**src/rtl/lt_arb_pkg.sv**
```systemverilog
// Shared types for the link-training AUX arbiter: FSM states, owner ids, request payload.
package lt_arb_pkg;

  localparam int unsigned TIMEOUT_W = 10;

  typedef enum logic [1:0] {
    IDLE,
    ISSUE,
    WAIT_ACK
  } state_e;

  typedef enum logic {
    OWN_CR,
    OWN_EQ
  } owner_e;

  typedef struct packed {
    logic [7:0]  data;
    logic [19:0] address;
    logic [7:0]  len;
    logic [1:0]  cmd;
  } aux_req_t;

endpackage

```
**src/rtl/lt_arb_req_slot.sv**
```systemverilog
// One-entry request slot: captures a strobed transaction and holds it pending until cleared.
module lt_arb_req_slot
  import lt_arb_pkg::*;
(
  input  logic     clk,
  input  logic     rst,
  input  logic     vld_i,
  input  aux_req_t req_i,
  input  logic     clr_i,
  output logic     pend_o,
  output aux_req_t req_o,
  output logic     drop_c_o
);

  logic     pend_q, pend_d;
  aux_req_t req_q, req_d;
  logic     accept_c;

  // Clear is applied before set, so a strobe on the clearing cycle is accepted.
  always_comb begin
    pend_d   = pend_q;
    req_d    = req_q;
    accept_c = vld_i && (!pend_q || clr_i);
    drop_c_o = vld_i && pend_q && !clr_i;
    if (clr_i) begin
      pend_d = 1'b0;
    end
    if (accept_c) begin
      pend_d = 1'b1;
      req_d  = req_i;
    end
  end

  always_ff @(posedge clk) begin
    if (rst) begin
      pend_q <= 1'b0;
      req_q  <= '0;
    end else begin
      pend_q <= pend_d;
      req_q  <= req_d;
    end
  end

  assign pend_o = pend_q;
  assign req_o  = req_q;

endmodule

```
**src/rtl/lt_aux_arbiter.sv**
```systemverilog
// Round-robin arbiter of the AUX transaction port between the CR and EQ link-training FSMs.
// LT_ARB_TIMEOUT_EN compiles in the WAIT_ACK timeout counter and its local-failure path.
module lt_aux_arbiter
  import lt_arb_pkg::*;
#(
  parameter int unsigned TIMEOUT_CYCLES = 400
) (
  input  logic        clk,
  input  logic        rst,
  input  logic [7:0]  cr_data,
  input  logic [19:0] cr_address,
  input  logic [7:0]  cr_len,
  input  logic [1:0]  cr_cmd,
  input  logic        cr_transaction_vld,
  input  logic [7:0]  eq_data,
  input  logic [19:0] eq_address,
  input  logic [7:0]  eq_len,
  input  logic [1:0]  eq_cmd,
  input  logic        eq_transaction_vld,
  input  logic        ctrl_ack_flag,
  input  logic        ctrl_native_failed,
  output logic [7:0]  lt_data,
  output logic [19:0] lt_address,
  output logic [7:0]  lt_len,
  output logic [1:0]  lt_cmd,
  output logic        lt_transaction_vld,
  output logic        cr_ack_flag,
  output logic        cr_native_failed,
  output logic        eq_ack_flag,
  output logic        eq_native_failed,
  output logic        lt_busy,
  output logic        arb_drop
);

  if ((TIMEOUT_CYCLES < 32'd2) || (TIMEOUT_CYCLES > ((32'd1 << TIMEOUT_W) - 32'd1))) begin : g_bad_timeout
    $error("lt_aux_arbiter: TIMEOUT_CYCLES out of range");
  end

  aux_req_t cr_req_c, eq_req_c, cr_slot, eq_slot;
  logic     cr_pend, eq_pend, cr_drop_c, eq_drop_c, cr_clr_c, eq_clr_c;
  logic     timeout_c;
  owner_e   grant_c;

  state_e   state_q, state_d;
  owner_e   last_owner_q, last_owner_d;
  aux_req_t lt_q, lt_d;
  logic     vld_q, vld_d, busy_q, busy_d, drop_q, drop_d;
  logic     cr_ack_q, cr_ack_d, cr_fail_q, cr_fail_d;
  logic     eq_ack_q, eq_ack_d, eq_fail_q, eq_fail_d;

  assign cr_req_c = {cr_data, cr_address, cr_len, cr_cmd};
  assign eq_req_c = {eq_data, eq_address, eq_len, eq_cmd};

  // The slot is released on the cycle its response pulse is driven.
  assign cr_clr_c = cr_ack_q | cr_fail_q;
  assign eq_clr_c = eq_ack_q | eq_fail_q;

  lt_arb_req_slot u_cr_slot (
    .clk      (clk),
    .rst      (rst),
    .vld_i    (cr_transaction_vld),
    .req_i    (cr_req_c),
    .clr_i    (cr_clr_c),
    .pend_o   (cr_pend),
    .req_o    (cr_slot),
    .drop_c_o (cr_drop_c)
  );

  lt_arb_req_slot u_eq_slot (
    .clk      (clk),
    .rst      (rst),
    .vld_i    (eq_transaction_vld),
    .req_i    (eq_req_c),
    .clr_i    (eq_clr_c),
    .pend_o   (eq_pend),
    .req_o    (eq_slot),
    .drop_c_o (eq_drop_c)
  );

`ifdef LT_ARB_TIMEOUT_EN
  logic [TIMEOUT_W-1:0] cnt_q, cnt_d;

  always_comb begin
    cnt_d = cnt_q;
    if (state_q == ISSUE) begin
      cnt_d = '0;
    end else if (state_q == WAIT_ACK) begin
      cnt_d = cnt_q + TIMEOUT_W'(1);
    end
  end

  always_ff @(posedge clk) begin
    if (rst) begin
      cnt_q <= '0;
    end else begin
      cnt_q <= cnt_d;
    end
  end

  assign timeout_c = (state_q == WAIT_ACK) && (cnt_q == TIMEOUT_W'(TIMEOUT_CYCLES - 32'd1));
`else
  assign timeout_c = 1'b0;
`endif

  always_comb begin
    grant_c = OWN_EQ;
    if (cr_pend && eq_pend) begin
      grant_c = (last_owner_q == OWN_EQ) ? OWN_CR : OWN_EQ;
    end else if (cr_pend) begin
      grant_c = OWN_CR;
    end
  end

  // IDLE holds off while a slot is still being released so it cannot be re-granted.
  always_comb begin
    state_d      = state_q;
    last_owner_d = last_owner_q;
    lt_d         = lt_q;
    vld_d        = 1'b0;
    cr_ack_d     = 1'b0;
    cr_fail_d    = 1'b0;
    eq_ack_d     = 1'b0;
    eq_fail_d    = 1'b0;
    drop_d       = cr_drop_c | eq_drop_c;
    case (state_q)
      IDLE: begin
        if ((cr_pend || eq_pend) && !cr_clr_c && !eq_clr_c) begin
          state_d      = ISSUE;
          last_owner_d = grant_c;
          lt_d         = (grant_c == OWN_CR) ? cr_slot : eq_slot;
          vld_d        = 1'b1;
        end
      end
      ISSUE: begin
        state_d = WAIT_ACK;
      end
      WAIT_ACK: begin
        if (ctrl_native_failed || timeout_c) begin
          cr_fail_d = (last_owner_q == OWN_CR);
          eq_fail_d = (last_owner_q == OWN_EQ);
          state_d   = IDLE;
        end else if (ctrl_ack_flag) begin
          cr_ack_d = (last_owner_q == OWN_CR);
          eq_ack_d = (last_owner_q == OWN_EQ);
          state_d  = IDLE;
        end
      end
      default: begin
        state_d = IDLE;
      end
    endcase
    busy_d = (state_d != IDLE);
  end

  always_ff @(posedge clk) begin
    if (rst) begin
      state_q      <= IDLE;
      last_owner_q <= OWN_EQ;
      lt_q         <= '0;
      vld_q        <= 1'b0;
      busy_q       <= 1'b0;
      drop_q       <= 1'b0;
      cr_ack_q     <= 1'b0;
      cr_fail_q    <= 1'b0;
      eq_ack_q     <= 1'b0;
      eq_fail_q    <= 1'b0;
    end else begin
      state_q      <= state_d;
      last_owner_q <= last_owner_d;
      lt_q         <= lt_d;
      vld_q        <= vld_d;
      busy_q       <= busy_d;
      drop_q       <= drop_d;
      cr_ack_q     <= cr_ack_d;
      cr_fail_q    <= cr_fail_d;
      eq_ack_q     <= eq_ack_d;
      eq_fail_q    <= eq_fail_d;
    end
  end

  assign lt_data            = lt_q.data;
  assign lt_address         = lt_q.address;
  assign lt_len             = lt_q.len;
  assign lt_cmd             = lt_q.cmd;
  assign lt_transaction_vld = vld_q;
  assign cr_ack_flag        = cr_ack_q;
  assign cr_native_failed   = cr_fail_q;
  assign eq_ack_flag        = eq_ack_q;
  assign eq_native_failed   = eq_fail_q;
  assign lt_busy            = busy_q;
  assign arb_drop           = drop_q;

endmodule

```
**config.mk**
```make
export PLATFORM = sky130hd
export DESIGN_NAME = lt_aux_arbiter
export DESIGN_NICKNAME = d
export VERILOG_FILES = /design/src/rtl/lt_arb_pkg.sv /design/src/rtl/lt_arb_req_slot.sv /design/src/rtl/lt_aux_arbiter.sv
export SDC_FILE = /design/constraint.sdc
export NUM_CORES = 1
export LEC_CHECK = 0
export BUFFER_PORTS_ARGS = -buffer_cell sky130_fd_sc_hd__buf_2
export CORE_MARGIN = 2
export CORE_UTILIZATION = 40
export DETAILED_ROUTE_END_ITERATION = 10
export GPL_TIMING_DRIVEN = 0
export PLACE_DENSITY = 0.6
export SLEW_MARGIN = 20
export SYNTH_ARGS = -nofsm -noshare
export SYNTH_HDL_FRONTEND = slang
export SYNTH_SLANG_ARGS = --single-unit
```
**constraint.sdc**
```tcl
create_clock -name clk -period 1.9 [get_ports clk]
set_input_delay 0.095 -clock clk [delete_from_list [all_inputs] [get_ports clk]]
set_output_delay 0.095 -clock clk [all_outputs]
set_load 0.005 [all_outputs]
```
==> results of run 1 <==
[layout by cell type (no fill, tap or decap), drive strengths merged]
| cell type | n |
|---|---|
| and2b | 1 |
| dfxtp | 126 |
| nor3 | 2 |
| or2 | 1 |
| dlygate4sd3 | 79 |
| o211ai | 1 |
| a31oi | 38 |
| buf | 152 |
| nor4b | 1 |
| clkinvlp | 5 |
| nor4 | 1 |
| nor3b | 3 |
| a311oi | 38 |
| nand3b | 38 |
| nor2 | 7 |
| nand3 | 77 |
| and3 | 1 |
| or3b | 2 |
| bufinv | 2 |
| inv | 8 |
| clkinv | 4 |
| a21oi | 80 |
| clkbuf | 71 |
| nand2 | 2 |
| o21ai | 114 |
| o2111ai | 1 |
| a22oi | 1 |
[metrics by stage]
stage	util (%)	cells	hold slack [ns]
after floorplan	-	620	0.172
after global placement	46.9	921	0.308
after detailed placement	46.9	921	0.313
after CTS	57.4	1032	0.251
after global routing	57.5	1032	0.295
final	57.5	1032	0.249
[registers in the layout, summed over array words and instances (netlist names)]
register,count
arb_drop,1
cr_ack_flag,1
cr_native_failed,1
eq_ack_flag,1
eq_native_failed,1
last_owner_q,1
lt_address,20
lt_busy,1
lt_cmd,2
lt_data,8
lt_len,8
lt_transaction_vld,1
state_q,2
u_cr_slot.pend_o,1
u_cr_slot.req_o,38
u_eq_slot.pend_o,1
u_eq_slot.req_o,38
[final cells by class]
cell class,instances,area [sq um]
well taps,176,220
multi-input cells,409,2440
repair buffers,204,1420
inverters,6,22.5
clock buffers,19,453
plain buffers,79,340
clock inverters,13,139
fillers,1236,5590
flip-flops and latches,126,2520
[power by group]
part,internal [mW],switching [mW]
logic,0.541,0.650
clock network,2.00,1.24
registers,2.86,0.142
[logic make-up (layout without fill, tap and decap cells)]
logic type | after synthesis | in the layout | synth area share (%)
buf+inv | 85 | 321 | 6.77
simple gates | 136 | 136 | 15.3
flops | 126 | 126 | 47.4
compound gates | 273 | 273 | 30.5
[final timing paths]
kind | from | end | cells past startpoint
setup / recovery | u_eq_slot.pend_o | u_eq_slot.req_o[13] | 5
hold / removal | cr_transaction_vld | u_cr_slot.req_o[22] | 4
setup reg to reg | u_eq_slot.pend_o | u_eq_slot.req_o[13] | 5
hold reg to reg | last_owner_q | cr_native_failed | 1
[timing repair]
item,4_1_cts,5_1_grt
resized for setup,0,5
endpoints found under the hold margin,80,0
hold buffers,79,0
endpoints found under the setup margin,0,9
[worst max-delay path: cells and delay by family (launching register included)]
kind                   cells  cell delay (ns)
AOI/OAI and AO/OA          2             0.32
and+or+nand+nor            1             0.25
buffers and inverters      2             0.74
DFF                        1             0.39
[routing by layer]
layer,track usage (%),up-vias
met5,2.21,-
met4,8.31,2
met3,6.51,27
met2,41.3,223
met1,34.1,2715
li1,-,2767
==> results.yml, run 1 <==
routing:
  dr_wl_met2_um: 8490
  drtPass1Iterations: 7
  drt-total-wl_um: 18300
  drtIter0Drc: 526
  vias_per_cell: 5.56
  top_layer: "met5"
  met1Wirelength_um: 8210
  num_vias: 5734
  drc: 0
  wl_met3_um: 1250
  ant_nets: 0
  wire_per_inst_um: 17.8
placed_design:
  dp_hpwl_um: 13100
  place.gp.congestion: 0.860
  placed_cell_area_sq_mm: 0.00616
  port-buffer-count: 125
  dp_slack_ns: 0.159
floorplanning:
  placementRows: 42
  die_h_um: 119
  coreArea_sq_mm: 0.0131
  die_area_sq_mm: 0.0142
  start_util_pct: 40.5
  die_w_um: 119
  io_pins: 127
power_and_ir_drop:
  p_leak_nw: 2.85
  power_density_mw_per_mm2: 985
  ir_worst_vdd_mv: 0.659
  power.total_mw: 7.43
synth:
  seq_area_frac_synth_pct: 47.4
  synth_edf_count: 0
  yosysMostFrequentCell: "dfxtp_1"
  syn_nets: 702
  synth_cells: 620
  ys_types: 31
  syn_avg_cell_area_sq_um: 8.58
  synth_top_area_share_pct: 47.4
  synth_area_sq_mm: 0.00532
  ys_ff_latch: 126
  yosys_warnings: 0
  synth.area.top_cells: "dfxtp_1 (47%), o21ai_0 (11%), a21oi_1 (7.5%)"
  yosys-top-cells-count: "dfxtp_1 (126), o21ai_0 (112), a21oi_1 (80)"
  synthFlopType: "dfxtp_1"
  yosysTopAreaCell: "dfxtp_1"
  async_flop_share_pct: 0
clock_network:
  clock-sinks: 126
  cts_tree: "yes"
  h-tree-depth: 4
  clk-insertion-delay-late_ns: 0.42
  cts-root-buf: "clkbuf_16"
  post_cts_buffers: 0
  clockBufferDepth: 2
  cts_buffers: 17
  clk_pin_slew_ns: 0.06
cells_and_area:
  post-route-cell-area_sq_mm: 0.00755
  layout-drive-gt1-share_pct: 22.3
  nets: 925
  area_growth_pct: 41.9
  antennaDiodeCount: 0
sta:
  clock_skew_ns: 0.0104
  min_period_ns: 1.79
  tightest_slew_ns: 0.681
  hold_viol_final: 0
  setup_tns_ns: 0
  maxSlewHeadroom_pct: 54.6
  drv_slew: 0
  max_freq_mhz: 558
  min_period_over_period_pct: 94.3
  worst_slack_ns: 0.109
  rsz0062_at_grt: "false"
  finalSetupViolations: 0
status:
  status: "finished, final reports clean"
worst_setup_path:
  critPathArrivalTime_ns: 2.14
  start_kind: "register"
  crit_required_ns: 2.24
  r2r_slack_ns: 0.11
  cp_slowest_cell: "buf_1"
  critPathCaptureType: "register"
  crit_type: "register to register"
  path_max_fanout: 10
  path_cells: "nor3b_2 -> buf_1 -> buf_2 -> o21ai_0 -> a21oi_1"
  slowest_delay_ns: 0.45
global_routing:
  grt_pass1_wl_um: 28800
  antenna_found_initial: 0
  grt_pass1_vias: 5548
  track_usage_pct: 25.8
  overflow: 0
  grt_max_degree: 17
job:
  drv_cap: 0
worst_hold_path:
  min_path_type: "primary input to register"
No activity file was read; power rests on OpenSTA's default activity.
==> run 2, diff against run 1 <==
--- a/config.mk
+++ b/config.mk
@@ -12,2 +12,3 @@
 export GPL_TIMING_DRIVEN = 0
+export MAX_ROUTING_LAYER = met4
 export PLACE_DENSITY = 0.6
==> constraint.sdc (replaced) <==
create_clock -name clk -period 1.9 [get_ports clk]
set_input_delay 0.38 -clock clk [delete_from_list [all_inputs] [get_ports clk]]
set_output_delay 0.38 -clock clk [all_outputs]
set_load 0.005 [all_outputs]
==> results.yml, run 2 (synthesis gave the netlist of run 1 again) <==
worst_setup_path:
  critPathCaptureType: "register"
  critPathArrivalTime_ns: 2.11
  path_max_fanout: 10
  r2r-start: "u_eq_slot.pend_o"
  crit_required_ns: 2.24
  r2r_slack_ns: 0.13
  r2r_cells: 5
  r2r-end: "u_eq_slot.req_o[13]"
  crit_type: "register to register"
  start_kind: "register"
global_routing:
  track_usage_pct: 25.7
  overflow: 0
  grt_pass1_wl_um: 27200
  grt_max_degree: 17
  grt_pass1_vias: 5051
  antenna_found_initial: 0
cells_and_area:
  final_cell_mix: "buf_2 (139), dfxtp_1 (126), o21ai_0 (112), a21oi_1 (80), nand3_1 (77)"
  nets: 846
  antennaDiodeCount: 0
  num-fill-cells: 1314
  layout-drive-gt1-share_pct: 24.1
  area_growth_pct: 27.4
  instances_no_fill: 953
  post-route-cell-area_sq_mm: 0.00677
  final_util_pct: 51.6
  layout_commonest_cell: "buf_2"
floorplanning:
  die_area_sq_mm: 0.0142
  coreArea_sq_mm: 0.0131
  die_w_um: 119
  die_h_um: 119
  placementRows: 42
  start_util_pct: 40.5
  io_pins: 127
routing:
  drtIter0Drc: 506
  top_layer: "met4"
  met1Wirelength_um: 8050
  dr_wl_met2_um: 7950
  drtPass1Iterations: 5
  drt-total-wl_um: 17700
  num_vias: 5450
  wire_per_inst_um: 18.5
  vias_per_cell: 5.72
  drc: 0
  wl_met3_um: 1310
  ant_nets: 0
sta:
  finalSetupViolations: 0
  min_period_ns: 1.77
  rsz0062_at_grt: "false"
  max_freq_mhz: 565
  drv_slew: 0
  min_period_over_period_pct: 93.2
  maxSlewHeadroom_pct: 56.7
  setup_tns_ns: 0
  holdWs_ns: 0.165
  worst_slack_ns: 0.129
  hold_viol_final: 0
  clock_skew_ns: 0.00420
  tightest_slew_ns: 0.650
power_and_ir_drop:
  power.total_mw: 7.37
  p_sw_mw: 1.91
  p_int_mw: 5.47
  ir_worst_vdd_mv: 0.795
  power_density_mw_per_mm2: 1090
  power_frac_seq_pct: 40.7
  comb_power_share_pct: 14.5
  clkPwrFrac_pct: 44.8
  swShare_pct: 25.9
  p_leak_nw: 2.54
worst_hold_path:
  whs_endpoint: "eq_ack_flag"
  min_path_type: "primary input to register"
  min-delay-start: "ctrl_native_failed"
  min_path_cells: 2
job:
  drv_cap: 0
clock_network:
  cts-root-buf: "clkbuf_16"
  post_cts_buffers: 0
  ctsResizeCount: 0
  h-tree-depth: 4
  cts_buffers: 17
  clockBufferDepth: 2
  cts_tree: "yes"
  clk-insertion-delay-late_ns: 0.42
  clock-sinks: 126
  clk_pin_slew_ns: 0.05
  holdBufCountCts: 0
placed_design:
  port-buffer-count: 125
  place.gp.congestion: 0.879
  placed_cell_area_sq_mm: 0.00616
  dp.cells: 921
  dp_hpwl_um: 13200
  dp_slack_ns: -0.107
status:
  status: "finished, final reports clean"
## run 2: worst max path at each step
stage	start	to	slack (ns)	depth (start not counted)
after detailed placement	rst	u_eq_slot.req_o[9]	-0.11	4
final	u_eq_slot.pend_o	u_eq_slot.req_o[13]	0.13	5
after CTS	u_eq_slot.pend_o	lt_data[2]	0.14	5
after global placement	rst	lt_busy	-0.08	4
after global routing	u_cr_slot.pend_o	lt_data[2]	0.02	5
after floorplan	eq_native_failed	u_eq_slot.req_o[23]	0.46	5
## run 2: area by class of cell
class,count,area [sq um],area share (%)
buffer,79,339,5.01
clock buffer,27,533,7.87
clock inverter,5,75.1,1.11
inverter,6,22.5,0.332
multi-input combinational,409,2440,36.0
sequential,126,2520,37.2
tap,176,220,3.25
timing repair buffer,125,626,9.24
## run 2: power by group through the flow
| stage | clock network (mW) | registers (mW) | logic, mW |
|---|---|---|---|
| 2_1_floorplan | 0 | 3.01 | 0.647 |
| 3_3_place_gp | 0 | 3.05 | 1.02 |
| 3_5_place_dp | 0 | 3.05 | 1.05 |
| 4_1_cts | 3.34 | 3.00 | 1.06 |
| 5_1_grt | 3.48 | 3.02 | 1.17 |
| 6_report | 3.31 | 3.00 | 1.07 |
## run 2: metal layers
| metal | track usage (%) | vias up |
|---|---|---|
| li1 | - | 2617 |
| met1 | 34.0 | 2572 |
| met2 | 38.3 | 231 |
| met3 | 6.32 | 30 |
| met4 | 9.04 | 0 |
| met5 | - | - |
## run 2: worst max-delay path, stage by stage, from the launching register on
cell and delay, ns:
dfxtp_1 0.40, nor3b_2 0.27, clkbuf_1 0.44, buf_2 0.30, o21ai_0 0.10, a21oi_1 0.17
